<file path="config.mk">
export PLATFORM = sky130hd
export DESIGN_NAME = mem_access_unit_flat
export DESIGN_NICKNAME = d
export VERILOG_FILES = /design/src/rtl/mem_access_unit_if.sv /design/src/rtl/mem_access_unit.sv /design/src/flat_wrapper.sv
export SDC_FILE = /design/constraint.sdc
export NUM_CORES = 1
export LEC_CHECK = 0
export ABC_AREA = 1
export CORE_ASPECT_RATIO = 0.75
export CORE_MARGIN = 8
export CORE_UTILIZATION = 35
export DETAILED_ROUTE_END_ITERATION = 6
export GPL_TIMING_DRIVEN = 0
export PLACE_DENSITY = 0.67
export SLEW_MARGIN = 0
export SYNTH_ARGS = -nofsm -noshare
export SYNTH_HDL_FRONTEND = slang
export SYNTH_SLANG_ARGS = --single-unit
</file>
<file path="constraint.sdc">
create_clock -name CLK -period 1.24 [get_ports CLK]
set_input_delay 0.186 -clock CLK [delete_from_list [all_inputs] [get_ports CLK]]
set_output_delay 0.186 -clock CLK [all_outputs]
set_load 0.005 [all_outputs]
</file>
<file path="src/rtl/mem_access_unit_if.sv">
// Request/response handshake and DataMemory port bundle for mem_access_unit.
// master = CPU/system side (also supplies DataMemory read data), slave = the unit.
interface mem_access_unit_if;
   logic        req_valid;
   logic        req_ready;
   logic        req_we;
   logic        req_size;
   logic        req_signed;
   logic [15:0] req_addr;
   logic [15:0] req_wdata;
   logic        rsp_valid;
   logic [15:0] rsp_rdata;
   logic        rsp_misaligned;
   logic        mem_wmem;
   logic [15:0] mem_addr;
   logic [15:0] mem_wdata;
   logic        mem_memc;
   logic [15:0] mem_rdata;

   modport master (
      output req_valid, req_we, req_size, req_signed, req_addr, req_wdata, mem_rdata,
      input  req_ready, rsp_valid, rsp_rdata, rsp_misaligned,
             mem_wmem, mem_addr, mem_wdata, mem_memc
   );

   modport slave (
      input  req_valid, req_we, req_size, req_signed, req_addr, req_wdata, mem_rdata,
      output req_ready, rsp_valid, rsp_rdata, rsp_misaligned,
             mem_wmem, mem_addr, mem_wdata, mem_memc
   );
endinterface

</file>
<file path="src/rtl/mem_access_unit.sv">
// Load/store sequencer between the CPU memory stage and DataMemory: splits odd-address
// halfwords into two little-endian byte accesses, extends byte loads, counts misaligned requests.
module mem_access_unit #(
   parameter bit SPLIT_MISALIGNED = 1'b1,
   parameter int CNT_W            = 8
) (
   input  logic             CLK,
   input  logic             RESET,
   mem_access_unit_if.slave bus,
   output logic [CNT_W-1:0] misalign_cnt
);
   typedef enum logic [2:0] {IDLE, SINGLE, LO, HI, DONE} state_t;

   state_t      state_reg, state_next;
   logic        we_reg, size_reg, signed_reg, mis_reg;
   logic [15:0] addr_reg, wdata_reg;
   logic [7:0]  lo_byte_reg;
   logic        mem_wmem_reg, mem_wmem_next;
   logic        mem_memc_reg, mem_memc_next;
   logic [15:0] mem_addr_reg, mem_addr_next;
   logic [15:0] mem_wdata_reg, mem_wdata_next;
   logic        rsp_valid_reg, rsp_mis_reg;
   logic [15:0] rsp_rdata_reg;
   logic [CNT_W-1:0] cnt_reg;
   logic        accept, req_mis, finishing;
   logic [15:0] byte_ext;

   assign accept    = (state_reg == IDLE) && bus.req_valid;
   assign req_mis   = bus.req_size & bus.req_addr[0];
   assign finishing = (state_reg == SINGLE) || (state_reg == HI);

   assign byte_ext[7:0] = bus.mem_rdata[7:0];
   for (genvar gi = 8; gi < 16; gi++) begin : g_sext
      assign byte_ext[gi] = bus.mem_rdata[7] & signed_reg;
   end

   always_ff @(posedge CLK or negedge RESET) begin
      if (!RESET) state_reg <= IDLE;
      else        state_reg <= state_next;
   end

   // Memory-side outputs are computed one state ahead so they come straight from flops.
   always_comb begin
      state_next     = state_reg;
      mem_wmem_next  = 1'b0;
      mem_memc_next  = 1'b0;
      mem_addr_next  = '0;
      mem_wdata_next = '0;
      case (state_reg)
         IDLE: begin
            if (accept) begin
               mem_wmem_next = bus.req_we;
               mem_addr_next = bus.req_addr;
               if (req_mis && SPLIT_MISALIGNED) begin
                  state_next     = LO;
                  mem_wdata_next = {8'h00, bus.req_wdata[7:0]};
               end else begin
                  state_next     = SINGLE;
                  mem_memc_next  = bus.req_size;
                  mem_wdata_next = bus.req_wdata;
               end
            end
         end
         SINGLE: state_next = DONE;
         LO: begin
            state_next     = HI;
            mem_wmem_next  = we_reg;
            mem_addr_next  = addr_reg + 16'd1;
            mem_wdata_next = {8'h00, wdata_reg[15:8]};
         end
         HI:      state_next = DONE;
         DONE:    state_next = IDLE;
         default: state_next = IDLE;
      endcase
   end

   always_ff @(posedge CLK or negedge RESET) begin
      if (!RESET) begin
         we_reg        <= 1'b0;
         size_reg      <= 1'b0;
         signed_reg    <= 1'b0;
         mis_reg       <= 1'b0;
         addr_reg      <= '0;
         wdata_reg     <= '0;
         lo_byte_reg   <= '0;
         mem_wmem_reg  <= 1'b0;
         mem_memc_reg  <= 1'b0;
         mem_addr_reg  <= '0;
         mem_wdata_reg <= '0;
         rsp_valid_reg <= 1'b0;
         rsp_mis_reg   <= 1'b0;
         rsp_rdata_reg <= '0;
         cnt_reg       <= '0;
      end else begin
         mem_wmem_reg  <= mem_wmem_next;
         mem_memc_reg  <= mem_memc_next;
         mem_addr_reg  <= mem_addr_next;
         mem_wdata_reg <= mem_wdata_next;
         rsp_valid_reg <= finishing;
         if (accept) begin
            we_reg     <= bus.req_we;
            size_reg   <= bus.req_size;
            signed_reg <= bus.req_signed;
            mis_reg    <= req_mis;
            addr_reg   <= bus.req_addr;
            wdata_reg  <= bus.req_wdata;
            if (req_mis && (cnt_reg != '1)) cnt_reg <= cnt_reg + 1'b1;
         end
         if (finishing) rsp_mis_reg <= mis_reg;
         if (state_reg == SINGLE && !we_reg)
            rsp_rdata_reg <= size_reg ? bus.mem_rdata : byte_ext;
         if (state_reg == LO) lo_byte_reg <= bus.mem_rdata[7:0];
         if (state_reg == HI && !we_reg)
            rsp_rdata_reg <= {bus.mem_rdata[7:0], lo_byte_reg};
      end
   end

   assign bus.req_ready      = (state_reg == IDLE);
   assign bus.rsp_valid      = rsp_valid_reg;
   assign bus.rsp_rdata      = rsp_rdata_reg;
   assign bus.rsp_misaligned = rsp_mis_reg;
   assign bus.mem_wmem       = mem_wmem_reg;
   assign bus.mem_addr       = mem_addr_reg;
   assign bus.mem_wdata      = mem_wdata_reg;
   assign bus.mem_memc       = mem_memc_reg;
   assign misalign_cnt       = cnt_reg;
endmodule

</file>
<file path="src/flat_wrapper.sv">
// flat-port wrapper written by rule: the top's interface ports become plain ports
module mem_access_unit_flat 
#(
   parameter bit SPLIT_MISALIGNED = 1'b1,
   parameter int CNT_W            = 8
)
  (CLK, RESET, misalign_cnt, bus_req_valid, bus_req_we, bus_req_size, bus_req_signed, bus_req_addr, bus_req_wdata, bus_mem_rdata, bus_req_ready, bus_rsp_valid, bus_rsp_rdata, bus_rsp_misaligned, bus_mem_wmem, bus_mem_addr, bus_mem_wdata, bus_mem_memc);
  mem_access_unit_if bus_i ();
  input  logic CLK;
  input  logic RESET;
  output logic [CNT_W-1:0] misalign_cnt;
  input wire logic [$bits(bus_i.req_valid)-1:0] bus_req_valid;
  input wire logic [$bits(bus_i.req_we)-1:0] bus_req_we;
  input wire logic [$bits(bus_i.req_size)-1:0] bus_req_size;
  input wire logic [$bits(bus_i.req_signed)-1:0] bus_req_signed;
  input wire logic [$bits(bus_i.req_addr)-1:0] bus_req_addr;
  input wire logic [$bits(bus_i.req_wdata)-1:0] bus_req_wdata;
  input wire logic [$bits(bus_i.mem_rdata)-1:0] bus_mem_rdata;
  output wire logic [$bits(bus_i.req_ready)-1:0] bus_req_ready;
  output wire logic [$bits(bus_i.rsp_valid)-1:0] bus_rsp_valid;
  output wire logic [$bits(bus_i.rsp_rdata)-1:0] bus_rsp_rdata;
  output wire logic [$bits(bus_i.rsp_misaligned)-1:0] bus_rsp_misaligned;
  output wire logic [$bits(bus_i.mem_wmem)-1:0] bus_mem_wmem;
  output wire logic [$bits(bus_i.mem_addr)-1:0] bus_mem_addr;
  output wire logic [$bits(bus_i.mem_wdata)-1:0] bus_mem_wdata;
  output wire logic [$bits(bus_i.mem_memc)-1:0] bus_mem_memc;
  assign bus_i.req_valid = bus_req_valid;
  assign bus_i.req_we = bus_req_we;
  assign bus_i.req_size = bus_req_size;
  assign bus_i.req_signed = bus_req_signed;
  assign bus_i.req_addr = bus_req_addr;
  assign bus_i.req_wdata = bus_req_wdata;
  assign bus_i.mem_rdata = bus_mem_rdata;
  assign bus_req_ready = bus_i.req_ready;
  assign bus_rsp_valid = bus_i.rsp_valid;
  assign bus_rsp_rdata = bus_i.rsp_rdata;
  assign bus_rsp_misaligned = bus_i.rsp_misaligned;
  assign bus_mem_wmem = bus_i.mem_wmem;
  assign bus_mem_addr = bus_i.mem_addr;
  assign bus_mem_wdata = bus_i.mem_wdata;
  assign bus_mem_memc = bus_i.mem_memc;
  mem_access_unit #(.SPLIT_MISALIGNED(SPLIT_MISALIGNED), .CNT_W(CNT_W)) u_core (.CLK(CLK), .RESET(RESET), .bus(bus_i), .misalign_cnt(misalign_cnt));
endmodule
</file>
# Word-level counts from Yosys, hierarchy flattened
# Index checks and enable logic that the tools add are counted.
word_totals:
  mem_bits_rw: 0
  latch_bits: 0
  memories: 0
  mem_bits_ro: 0
  out_inout_bits: 61
  inputBits: 54
  reg_bits: 107
classes:
  add_sub_neg: 2
  n_reduce_logical: 10
  n_shift: 0
  magnitude_cmp: 0
  n_mul: 0
  muxes: 16
  eq_ne: 5
  bitwise: 2
  div: 0
ops:
  columns: ["cell", "n"]
  rows:
  - ["$mux W16", 6]
  - ["$pmux W16 S2", 2]
  - ["$add A16 B1 Y16 const B", 1]
  - ["$pmux W3 S3", 1]
  - ["$add A8 B1 Y8 const B", 1]
  - ["$ne A8 B8 Y1 const B", 1]
  - ["$eq A3 B2 Y1 const B", 2]
  - ["$logic_and A1 B1 Y1", 4]
  - ["$mux W1", 4]
  - ["$eq A3 B1 Y1 const B", 1]
  - ["$logic_not A3 Y1", 1]
  - ["$mux W3", 1]
  - ["$and A1 B1 Y1", 2]
  - ["$mux W2", 1]
  - ["$ne A2 B1 Y1 const B", 1]
  - ["$pmux W1 S2", 1]
  - ["$reduce_and A2 Y1", 1]
  - ["$reduce_bool A2 Y1", 1]
  - ["$reduce_or A2 Y1", 1]
  - ["$logic_not A1 Y1", 1]
  - ["$logic_or A1 B1 Y1", 1]

# Depth between registers and ports, before layout
# Gate-level depths: netlist (run 1).
depth:
  depth_word: 4
  ltp_mapped: 8
  depth_no_buf: 8

# Worst setup path after synthesis (run 1)
# OpenSTA, ideal clock, no wires.
synth_timing:
  kind: "register -> register"
  startpoint: "register u_core.cnt_reg[0] (netlist: u_core.misalign_cnt[0])"
  endpoint: "register u_core.cnt_reg[5] (netlist: u_core.misalign_cnt[5])"
  path_stages_with_launch: 9
  t_arrival_ps: 1212
  period_less_slack_ps: 1331
  required_time_ps: 1121
  path_buffers: 1
  setup_slack_ps: -91
  cell_sequence: "dfrtp_1 ha_1 nand3_1 nor2_2 nand2_1 nand3_4 buf_6 nand2_1 o21ai_2"
synth_between:
  elab_chain_cells: 3
  elab_cells_between_ends: 4
synth_lines:
  columns: ["element", "line", "rtl"]
  rows:
  - ["from (decl)", "mem_access_unit.sv:24", "logic [CNT_W-1:0] cnt_reg;"]
  - ["from (signal assigned)", "mem_access_unit.sv:107", "if (req_mis && (cnt_reg != '1)) cnt_reg <= cnt_reg + 1'b1;"]
  - ["branches (longest 3 deep; another with $add A8 B1 Y8)", null, null]
# Parallel ways; which one is timed is not known.
# A chain may end at the register's enable or synchronous reset.

# Worst setup path in the final report (run 1)
layout_timing:
  startpoint: "register u_core.state_reg[0]"
  endpoint: "output bus_req_ready"
layout_between:
  elab_chain_cells: 1
layout_lines:
  columns: ["element", "line", "rtl"]
  rows:
  - ["from (decl)", "mem_access_unit.sv:14", "state_t state_reg, state_next;"]
  - ["from (signal assigned)", "mem_access_unit.sv:39", "else state_reg <= state_next;"]
  - ["$logic_not A3 Y1", "mem_access_unit.sv:118", "assign bus.req_ready = (state_reg == IDLE);"]
  - ["to (decl)", "flat_wrapper.sv:19", "output wire logic [$bits(bus_i.req_ready)-1:0] bus_req_ready;"]
# No other way between the ends.

==> qor.yml, run 1 <==
dpl_worst_slack_ps: -291
cp_max_fo: 3
fin_cells: 823
crit_buf_inv: 2
cts_tree: "built"
dp_hpwl_um: 8730
antenna_found_initial: 0
synth_sequential_area_ratio_pct: 57.7
drive_above_1_share_pct: 32.7
insertion_delay_ps: 340
cp_cell_sequence: "nor2_4, nand2_8, inv_1, buf_2"
row_count: 35
cap_violations: 0
grt_pass1_wl_um: 20900
clk_path_buf_depth: 2
critPathMaxStageDelay_ps: 410
clock-sinks: 99
grt_use_met3_pct: 4.36
antenna_cells: 0
first_pass_iters: 4
busiest_layer: "met2"
placed_area_sq_mm: 0.00568
core_sq_mm: 0.0121
p_per_area_mw_per_mm2: 2250
clk_pin_slew_worst_paths_ps: 70
htree_num_levels: 3
crit_slowest_cell: "dfrtp_1"
synth.net_count: 540
cts_root_buf: "clkbuf_16"
gp_congestion: 0.826
crit_required_ps: 1050
drc_errors: 0
synth_top_area_share_pct: 57.7
drtIter0Drc: 218
nFillCells: 1017
chipWidth_um: 144
via_per_inst: 4.75
synth.largest_area_cell: "dfrtp_1"
ys_ff_latch: 99
p_leak_nw: 3.59
grt_max_degree: 52
port_buffers: 114
synthTopCellsByArea: "dfrtp_1 (58%), nand2_1 (12%), o21ai_0 (9.1%), inv_1 (4.5%), nor2_1 (2.6%)"
grt_pass1_vias: 4081
synthDistinctLibCells: 27
ys_warn_count: 0
finalSetupViolations: 88
multi_input_area_sq_mm: 0.00215
final_cell_area_sq_mm: 0.00718
rsz0062_at_grt: "true"
antenna_left: 0
tightest_slew_ps: 470
max-slew-margin-rel_pct: 68.7
ir_drop_uv: 967
grt_overflow: 0
final_hold_viol_count: 0
syn_area_sq_mm: 0.00430
routedWlPerCell_um: 16.3
fmax_ghz: 0.670
gr-usage-all-layers_pct: 16.5
start_util_pct: 35.4
violations: "setup timing"
crit_family: "flip-flops"
io_pins: 115
finClkSkew_ps: 10.5
critPathCaptureType: "output port"
seq_area_sq_mm: 0.00248
postSynthCellCount: 484
outcome: "finished with violations"
use_met1_pct: 20.9
vias: 3907
crit_path_start_kind: "register"
area_delta_synth_final_pct: 67.2
numPlacedInstances: 765
met2_usage_pct: 27.2
die-area_sq_mm: 0.0161
cts_buffers: 9
syn_avg_cell_area_sq_um: 8.87
final_max_slew_viol_count: 0
min_path_type: "in -> async"
period_minus_slack_ps: 1490
die_y_um: 112
post-route-period-util_pct: 120
fin_ws_ps: -254
worst_ep_arrival_time_ps: 1310
critical_path_class: "reg -> out"
wl_um: 13400
final_nets: 709
==> cells by family (layout without fill, tap and decap cells) <==
| group | Yosys count | after routing | synth area share (%) |
|---|---|---|---|
| XOR/XNOR | 7 | 7 | 1.43 |
| AND/OR/NAND/NOR | 201 | 201 | 19.8 |
| AO/OA/AOI/OAI | 103 | 103 | 13.0 |
| flip-flops | 99 | 99 | 57.7 |
| buffers and inverters | 72 | 245 | 7.46 |
| adder cells (fa/ha/maj) | 2 | 2 | 0.582 |
==> cells in the final DEF, fill, tap and decap left out, types with 11 or more instances in the layout <==
cell type / instances
dfrtp_1: 94
nand2_1: 80
dlygate4sd2_1: 56
clkdlybuf4s50_1: 52
inv_1: 48
o21ai_2: 36
nand2_4: 32
o21ai_0: 32
nand2_2: 25
buf_4: 25
nor2_1: 17
o21ai_1: 15
nand3_1: 14
buf_6: 12
buf_12: 12
nor2_4: 11
==> per-stage QoR <==
step           util (%)  power, mW  hold WS [ps]  TNS [ps]
2_1_floorplan         -       7.97          -110      -116
3_3_place_gp       46.6       10.5           462   -373400
3_5_place_dp       46.8       10.7           257    -17620
5_1_grt            59.2       17.2           416    -16770
4_1_cts            57.1       15.6           392     -8790
6_report           59.2       16.2           363    -11340
==> synth_stat cells, drive strengths merged <==
cell type and number:
o22a 8, clkbuf 3, xnor2 6, o21ai 84, buf 14, nor3 1, clkinv 1, nand4 3
inv 54, nor2 34, nand2 142, a21oi 11, xor2 1, nand3 21, ha 2, dfrtp 99
==> power by group <==
group,total [mW],internal [mW],switching (mW),leakage [nW]
Sequential,5.34,4.55,0.798,1.26
Combinational,8.10,3.97,4.14,2.21
Clock,2.73,1.55,1.17,0.128
Total,16.2,10.1,6.11,3.59
==> worst paths after layout <==
kind / start / to / slack [ps] / depth (start not counted)
setup / recovery: u_core.state_reg[0] / bus_req_ready / -250 / 4
hold / removal: RESET / u_core.bus.mem_wdata[14] / 360 / 2
setup reg to reg: u_core.state_reg[0] / u_core.misalign_cnt[0] / -230 / 7
hold reg to reg: u_core.bus.rsp_rdata[4] / u_core.bus.rsp_rdata[4] / 480 / 2
max in group asynchronous: RESET / u_core.state_reg[2] / 260 / 3
min in group CLK: bus_req_wdata[6] / u_core.bus.mem_wdata[6] / 410 / 3
==> metal layers <==
| layer | wire length (um) | up-vias |
|---|---|---|
| met5 | 0 | - |
| met4 | 145 | 0 |
| met3 | 772 | 10 |
| met2 | 6650 | 99 |
| met1 | 5830 | 1914 |
| li1 | - | 1884 |
==> layout make-up <==
| type | instances | share of cell area (%) |
|---|---|---|
| plain buffers | 16 | 3.00 |
| inverters | 55 | 3.05 |
| clock inverters | 4 | 0.732 |
| multi-input cells | 313 | 29.9 |
| clock buffers | 11 | 3.24 |
| flip-flops and latches | 99 | 34.6 |
| well taps | 166 | 2.89 |
| repair buffers | 159 | 22.6 |
==> repair_timing <==
item / CTS / global route
gates resized for setup: 261 / 97
pin swaps: 15 / 14
buffers inserted: 32 / 5
endpoints found under the setup margin: 156 / 134
hold endpoints to repair: 48 / 0
hold buffers: 1 / 0
cloned: 9 / 1
Power figures use the tool's default switching activity.
==> inputs of run 2 (changes only) <==
- DONT_BUFFER_PORTS: not set -> 1
- PLACE_DENSITY: 0.67 -> 0.55
==> qor.yml, run 2 (same netlist as run 1, synthesis figures left out) <==
layout_common_cells: "nand2_1 (111), dfrtp_1 (95), inv_1 (49)"
reg2regPathDepth: 8  # +1
via_per_inst: 4.78  # +0.78%
row_count: 35  # unchanged
endpoint: "u_core.misalign_cnt[3]"
drive_above_1_share_pct: 22.2  # -11 points
min_path_type: "in -> async"
routedWlPerCell_um: 16.6  # +1.9%
finalSetupViolations: 76  # -14%
violations: "hold timing, setup timing"
fin_cells: 724  # -12%
p_leak_nw: 2.75  # -23%
clk_path_buf_depth: 2  # unchanged
clk_pin_slew_worst_paths_ps: 70  # about the same
critPathCaptureType: "register"
reg2reg_to: "u_core.misalign_cnt[3]"
first_pass_iters: 4  # unchanged
totalPowerFinal_mw: 13.3  # -18%
seq_area_sq_mm: 0.00248  # about the same
ir_drop_uv: 975  # +0.79%
die_y_um: 112  # unchanged
htree_num_levels: 3  # unchanged
crit_path_start_kind: "register"
crit_start: "u_core.state_reg[0]"
cp_cell_sequence: "nor2_4, nand2_8, nor2_8, nand3_4, buf_6, inv_6, nand2_1, nand2_1"
crit_slowest_cell: "dfrtp_1"
core_sq_mm: 0.0121  # unchanged
crit_required_ps: 1520  # +470 ps
multi_input_area_sq_mm: 0.00175  # -19%
insertion_delay_ps: 340  # about the same
clock-sinks: 99  # unchanged
gp_congestion: 0.788  # -4.6%
period_minus_slack_ps: 1390  # -102 ps
final_nets: 609  # -14%
outcome: "finished with violations"
final_max_slew_viol_count: 0  # unchanged
final_hold_viol_count: 99  # +99
cts_tree: "built"
r2r_slack_ps: -150  # +80 ps
tightest_slew_ps: 309  # -161 ps
cp_max_fo: 5  # +2
cap_violations: 0  # unchanged
rsz0062_at_grt: "true"
use_met1_pct: 19.5  # -1.4 points
grt_use_met3_pct: 4.45  # +0.086 points
grt_pass1_vias: 3578  # -12%
post-route-period-util_pct: 112  # -8.2 points
die-area_sq_mm: 0.0161  # unchanged
antenna_cells: 0  # unchanged
cts_root_buf: "clkbuf_16"
max-slew-margin-rel_pct: 79.2  # +11 points
p_per_area_mw_per_mm2: 2320  # +3.2%
layout_commonest_cell: "nand2_1"
cts_buffers: 9  # unchanged
antenna_left: 0  # unchanged
drc_errors: 0  # unchanged
grt_overflow: 0  # unchanged
drtIter0Drc: 220  # +0.92%
fin_ws_ps: -151  # +102 ps
nFillCells: 1176  # +16%
vias: 3464  # -11%
whs_ps: -456  # -820 ps
numPlacedInstances: 650  # -15%
io_pins: 115  # unchanged
fmax_ghz: 0.719  # +7.3%
cpMostUsedCell: "nand2_1"
port_buffers: 0  # -100%
critical_path_class: "reg -> reg"
critPathMaxStageDelay_ps: 410  # about the same
busiest_layer: "met2"
finClkSkew_ps: 6.56  # -3.98 ps
area_delta_synth_final_pct: 33.3
grt_pass1_wl_um: 18900  # -9.3%
worst_ep_arrival_time_ps: 1670  # +360 ps
grt_max_degree: 100  # +92%
reg2reg_from: "u_core.state_reg[0]"
met2_usage_pct: 23.6  # -3.6 points
wl_um: 12000  # -10%
chipWidth_um: 144  # unchanged
dp_hpwl_um: 8020  # -8.2%
start_util_pct: 35.4  # unchanged
antenna_found_initial: 0  # unchanged
cts_hold_buf: 34  # +33
gr-usage-all-layers_pct: 15.0  # -1.5 points
run 2: cell count changes in the layout (fill, tap and decap cells not counted), sizes merged, moves of 2 or more:
cell and change:
clkdlybuf4s15 -2, clkdlybuf4s50 -52, clkinv +4, dlygate4sd2 -56
buf -23, clkinvlp -2, dlygate4sd3 +33
run 2: cell type report:
type	instances	share of cell area (%)
Inverter	55	3.96
Tap cell	166	3.63
Clock inverter	5	0.677
Multi-Input combinational cell	314	30.5
Buffer	17	3.32
Clock buffer	11	4.24
Timing Repair Buffer	57	10.3
Sequential cell	99	43.4
run 2: worst min path at each step:
stage,startpoint,cells after the start,endpoint
floorplan,RESET,0,u_core.addr_reg[0]
global placement,RESET,0,u_core.bus.mem_wdata[14]
detailed placement,RESET,0,u_core.bus.mem_wdata[14]
CTS,RESET,0,u_core.bus.mem_wdata[7]
global route,RESET,0,u_core.bus.mem_wdata[14]
finish,RESET,0,u_core.bus.rsp_rdata[4]
run 2: stage by stage:
stage	setup slack (ps)	cell area [sq um]	util, %	setup TNS, ps
2_1_floorplan	-29.7	4300	-	-116
3_3_place_gp	-188	4510	37.2	-8500
3_5_place_dp	-200	4510	37.2	-9020
4_1_cts	-171	5510	45.4	-6720
5_1_grt	-219	5730	47.2	-11950
6_report	-151	5730	47.2	-5680
run 2: per-layer routing:
| layer | up-vias | wire, um |
|---|---|---|
| li1 | 1690 | - |
| met1 | 1677 | 5430 |
| met2 | 88 | 5640 |
| met3 | 9 | 806 |
| met4 | 0 | 131 |
| met5 | - | 0 |
run 2: timing repair:
item | 4_1_cts | 5_1_grt
gates cloned | 4 | 2
setup buffers | 15 | 4
setup endpoints to repair | 96 | 96
pin swaps | 15 | 16
hold endpoints to repair | 146 | 99
resized for setup | 59 | 87
run 2: critical path, delay by kind of cell (launching register included):
family / cells / cell delay [ps]
buffers and inverters: 2 / 220
and+or+nand+nor: 6 / 700
DFF: 1 / 410
run 2: report_power, final:
| part | switching, mW | internal [mW] | leakage [nW] |
|---|---|---|---|
| Combinational | 2.83 | 2.25 | 1.35 |
| Clock | 1.21 | 1.42 | 0.136 |
| Sequential | 1.03 | 4.55 | 1.26 |
==> inputs of run 3 (changes only) <==
- CORE_UTILIZATION: 35 -> 57
- PLACE_DENSITY: 0.55 -> 0.79
- REMOVE_ABC_BUFFERS: not set -> 1
==> qor.yml, run 3 (same netlist as run 1, synthesis figures left out) <==
outcome: "finished with violations"
violations: "hold timing, setup timing"
critPathMaxStageDelay_ps: 430  # +20 ps
reg2reg_from: "u_core.state_reg[0]"
r2r_slack_ps: -210  # -60 ps
crit_required_ps: 1500  # -20 ps
vias: 3690  # +6.5%
period_minus_slack_ps: 1450  # +56.5 ps
layout_commonest_cell: "nand2_1"
cp_cell_sequence: "nor2_4, nand2_4, buf_4, nor2_4, buf_6, nand2_2, nor2_1"
clock-sinks: 99  # unchanged
critical_path_class: "reg -> reg"
max-slew-margin-rel_pct: 72.1  # -7.1 points
cts_hold_buf: 35  # +2.9%
reg2regPathDepth: 7  # -1
chipWidth_um: 116  # -19%
insertion_delay_ps: 340  # about the same
tightest_slew_ps: 418  # +109 ps
critPathCaptureType: "register"
die_y_um: 91.2  # -19%
die-area_sq_mm: 0.0106  # -34%
fmax_ghz: 0.691  # -3.9%
routedWlPerCell_um: 18.9  # +14%
whs_ps: -477  # -20.2 ps
cts_tree: "built"
crit_path_start_kind: "register"
fin_cells: 663  # -8.4%
cts_root_buf: "clkbuf_8"
layout_common_cells: "nand2_1 (98), dfrtp_1 (93), inv_1 (47)"
finClkSkew_ps: 14.0  # +7.45 ps
p_leak_nw: 2.81  # +2.3%
grt_overflow: 0  # unchanged
htree_num_levels: 3  # unchanged
antenna_left: 0  # unchanged
grt_pass1_vias: 3485  # -2.6%
post-route-period-util_pct: 117  # +4.6 points
via_per_inst: 5.57  # +16%
crit_slowest_cell: "dfrtp_1"
antenna_cells: 0  # unchanged
numPlacedInstances: 568  # -13%
crit_family: "simple AND/OR/NAND/NOR gates"
row_count: 27  # -23%
cap_violations: 0  # unchanged
clk_pin_slew_worst_paths_ps: 100  # +30 ps
dpl_worst_slack_ps: -984  # -785 ps
final_hold_viol_count: 99  # unchanged
totalPowerFinal_mw: 13.9  # +4.4%
gr-usage-all-layers_pct: 21.1  # +6.0 points
antenna_found_initial: 0  # unchanged
wl_um: 12500  # +4.2%
gp_congestion: 0.823  # +4.4%
final_max_slew_viol_count: 0  # unchanged
worst_ep_arrival_time_ps: 1710  # +40 ps
cpMostUsedCell: "nor2_4"
ir_drop_uv: 1270  # +31%
core_sq_mm: 0.00733  # -40%
first_pass_iters: 5  # +1
p_per_area_mw_per_mm2: 2410  # +3.6%
dp_hpwl_um: 6610  # -18%
grt_pass1_wl_um: 17800  # -6.2%
area_delta_synth_final_pct: 34.3
crit_buf_inv: 2  # unchanged
clk_path_buf_depth: 2  # unchanged
port_buffers: 0  # unchanged
fin_ws_ps: -208  # -56.5 ps
drtIter0Drc: 341  # +55%
drive_above_1_share_pct: 27.0  # +4.8 points
grt_max_degree: 100  # unchanged
rsz0062_at_grt: "true"
cts_buffers: 9  # unchanged
drc_errors: 0  # unchanged
cp_max_fo: 8  # +3
finalSetupViolations: 86  # +13%
final_nets: 614  # +0.82%
io_pins: 115  # unchanged
min_path_type: "in -> async"
start_util_pct: 58.6  # +23 points
reg2reg_to: "u_core.bus.mem_wdata[13]"
## run 3: report_power, final
group | total (mW) | internal (mW) | switching (mW)
clock | 2.48 | 1.40 | 1.08
sequential | 5.71 | 4.55 | 1.16
combinational | 5.70 | 2.38 | 3.32
## run 3: layout make-up
cell class              count  area (sq um)
clock buffers              10           138
repair inverters            2          16.3
inverters                  55           245
multi-input cells         319          1930
repair buffers             72           722
fillers                   452          1560
well taps                 101           126
flip-flops and latches     99          2480
clock inverters             5           108
## run 3: how the worst max path moves through the flow
stage	endpoint	slack, ps	from	cells after the start
2_1_floorplan	u_core.misalign_cnt[1]	-450	u_core.state_reg[1]	7
3_3_place_gp	u_core.bus.mem_addr[5]	-1020	u_core.state_reg[1]	4
3_5_place_dp	u_core.bus.mem_addr[5]	-980	u_core.state_reg[1]	4
4_1_cts	u_core.misalign_cnt[3]	-210	u_core.state_reg[2]	6
5_1_grt	u_core.bus.mem_wdata[13]	-250	u_core.state_reg[0]	7
6_report	u_core.bus.mem_wdata[13]	-210	u_core.state_reg[0]	7
## run 3: repair_timing
action                                  4_1_cts  5_1_grt
gates resized for setup                      35      141
endpoints found under the setup margin       88       86
pin swaps                                     9       17
setup buffers                                18       18
cloned                                        5        4
endpoints found under the hold margin       155       99
## run 3: stage by stage
step	area, sq um	TNS [ps]	hold slack [ps]	utilization (%)
3_3_place_gp	4310	-51620	-107	58.8
2_1_floorplan	4190	-17290	-110	-
3_5_place_dp	4310	-52940	-107	58.8
4_1_cts	5190	-12970	-484	70.8
6_report	5770	-11030	-477	78.7
5_1_grt	5770	-15760	-506	78.7
## run 3: layer usage
metal  vias to the layer above  share of wire (%)  global-route usage (%)
met2                       144                 52                    34.7
li1                       1700                  -                       -
met1                      1815                 39                    26.4
met3                        31                6.6                    5.75
met5                         -                  0                       0
met4                         0                2.4                    6.46
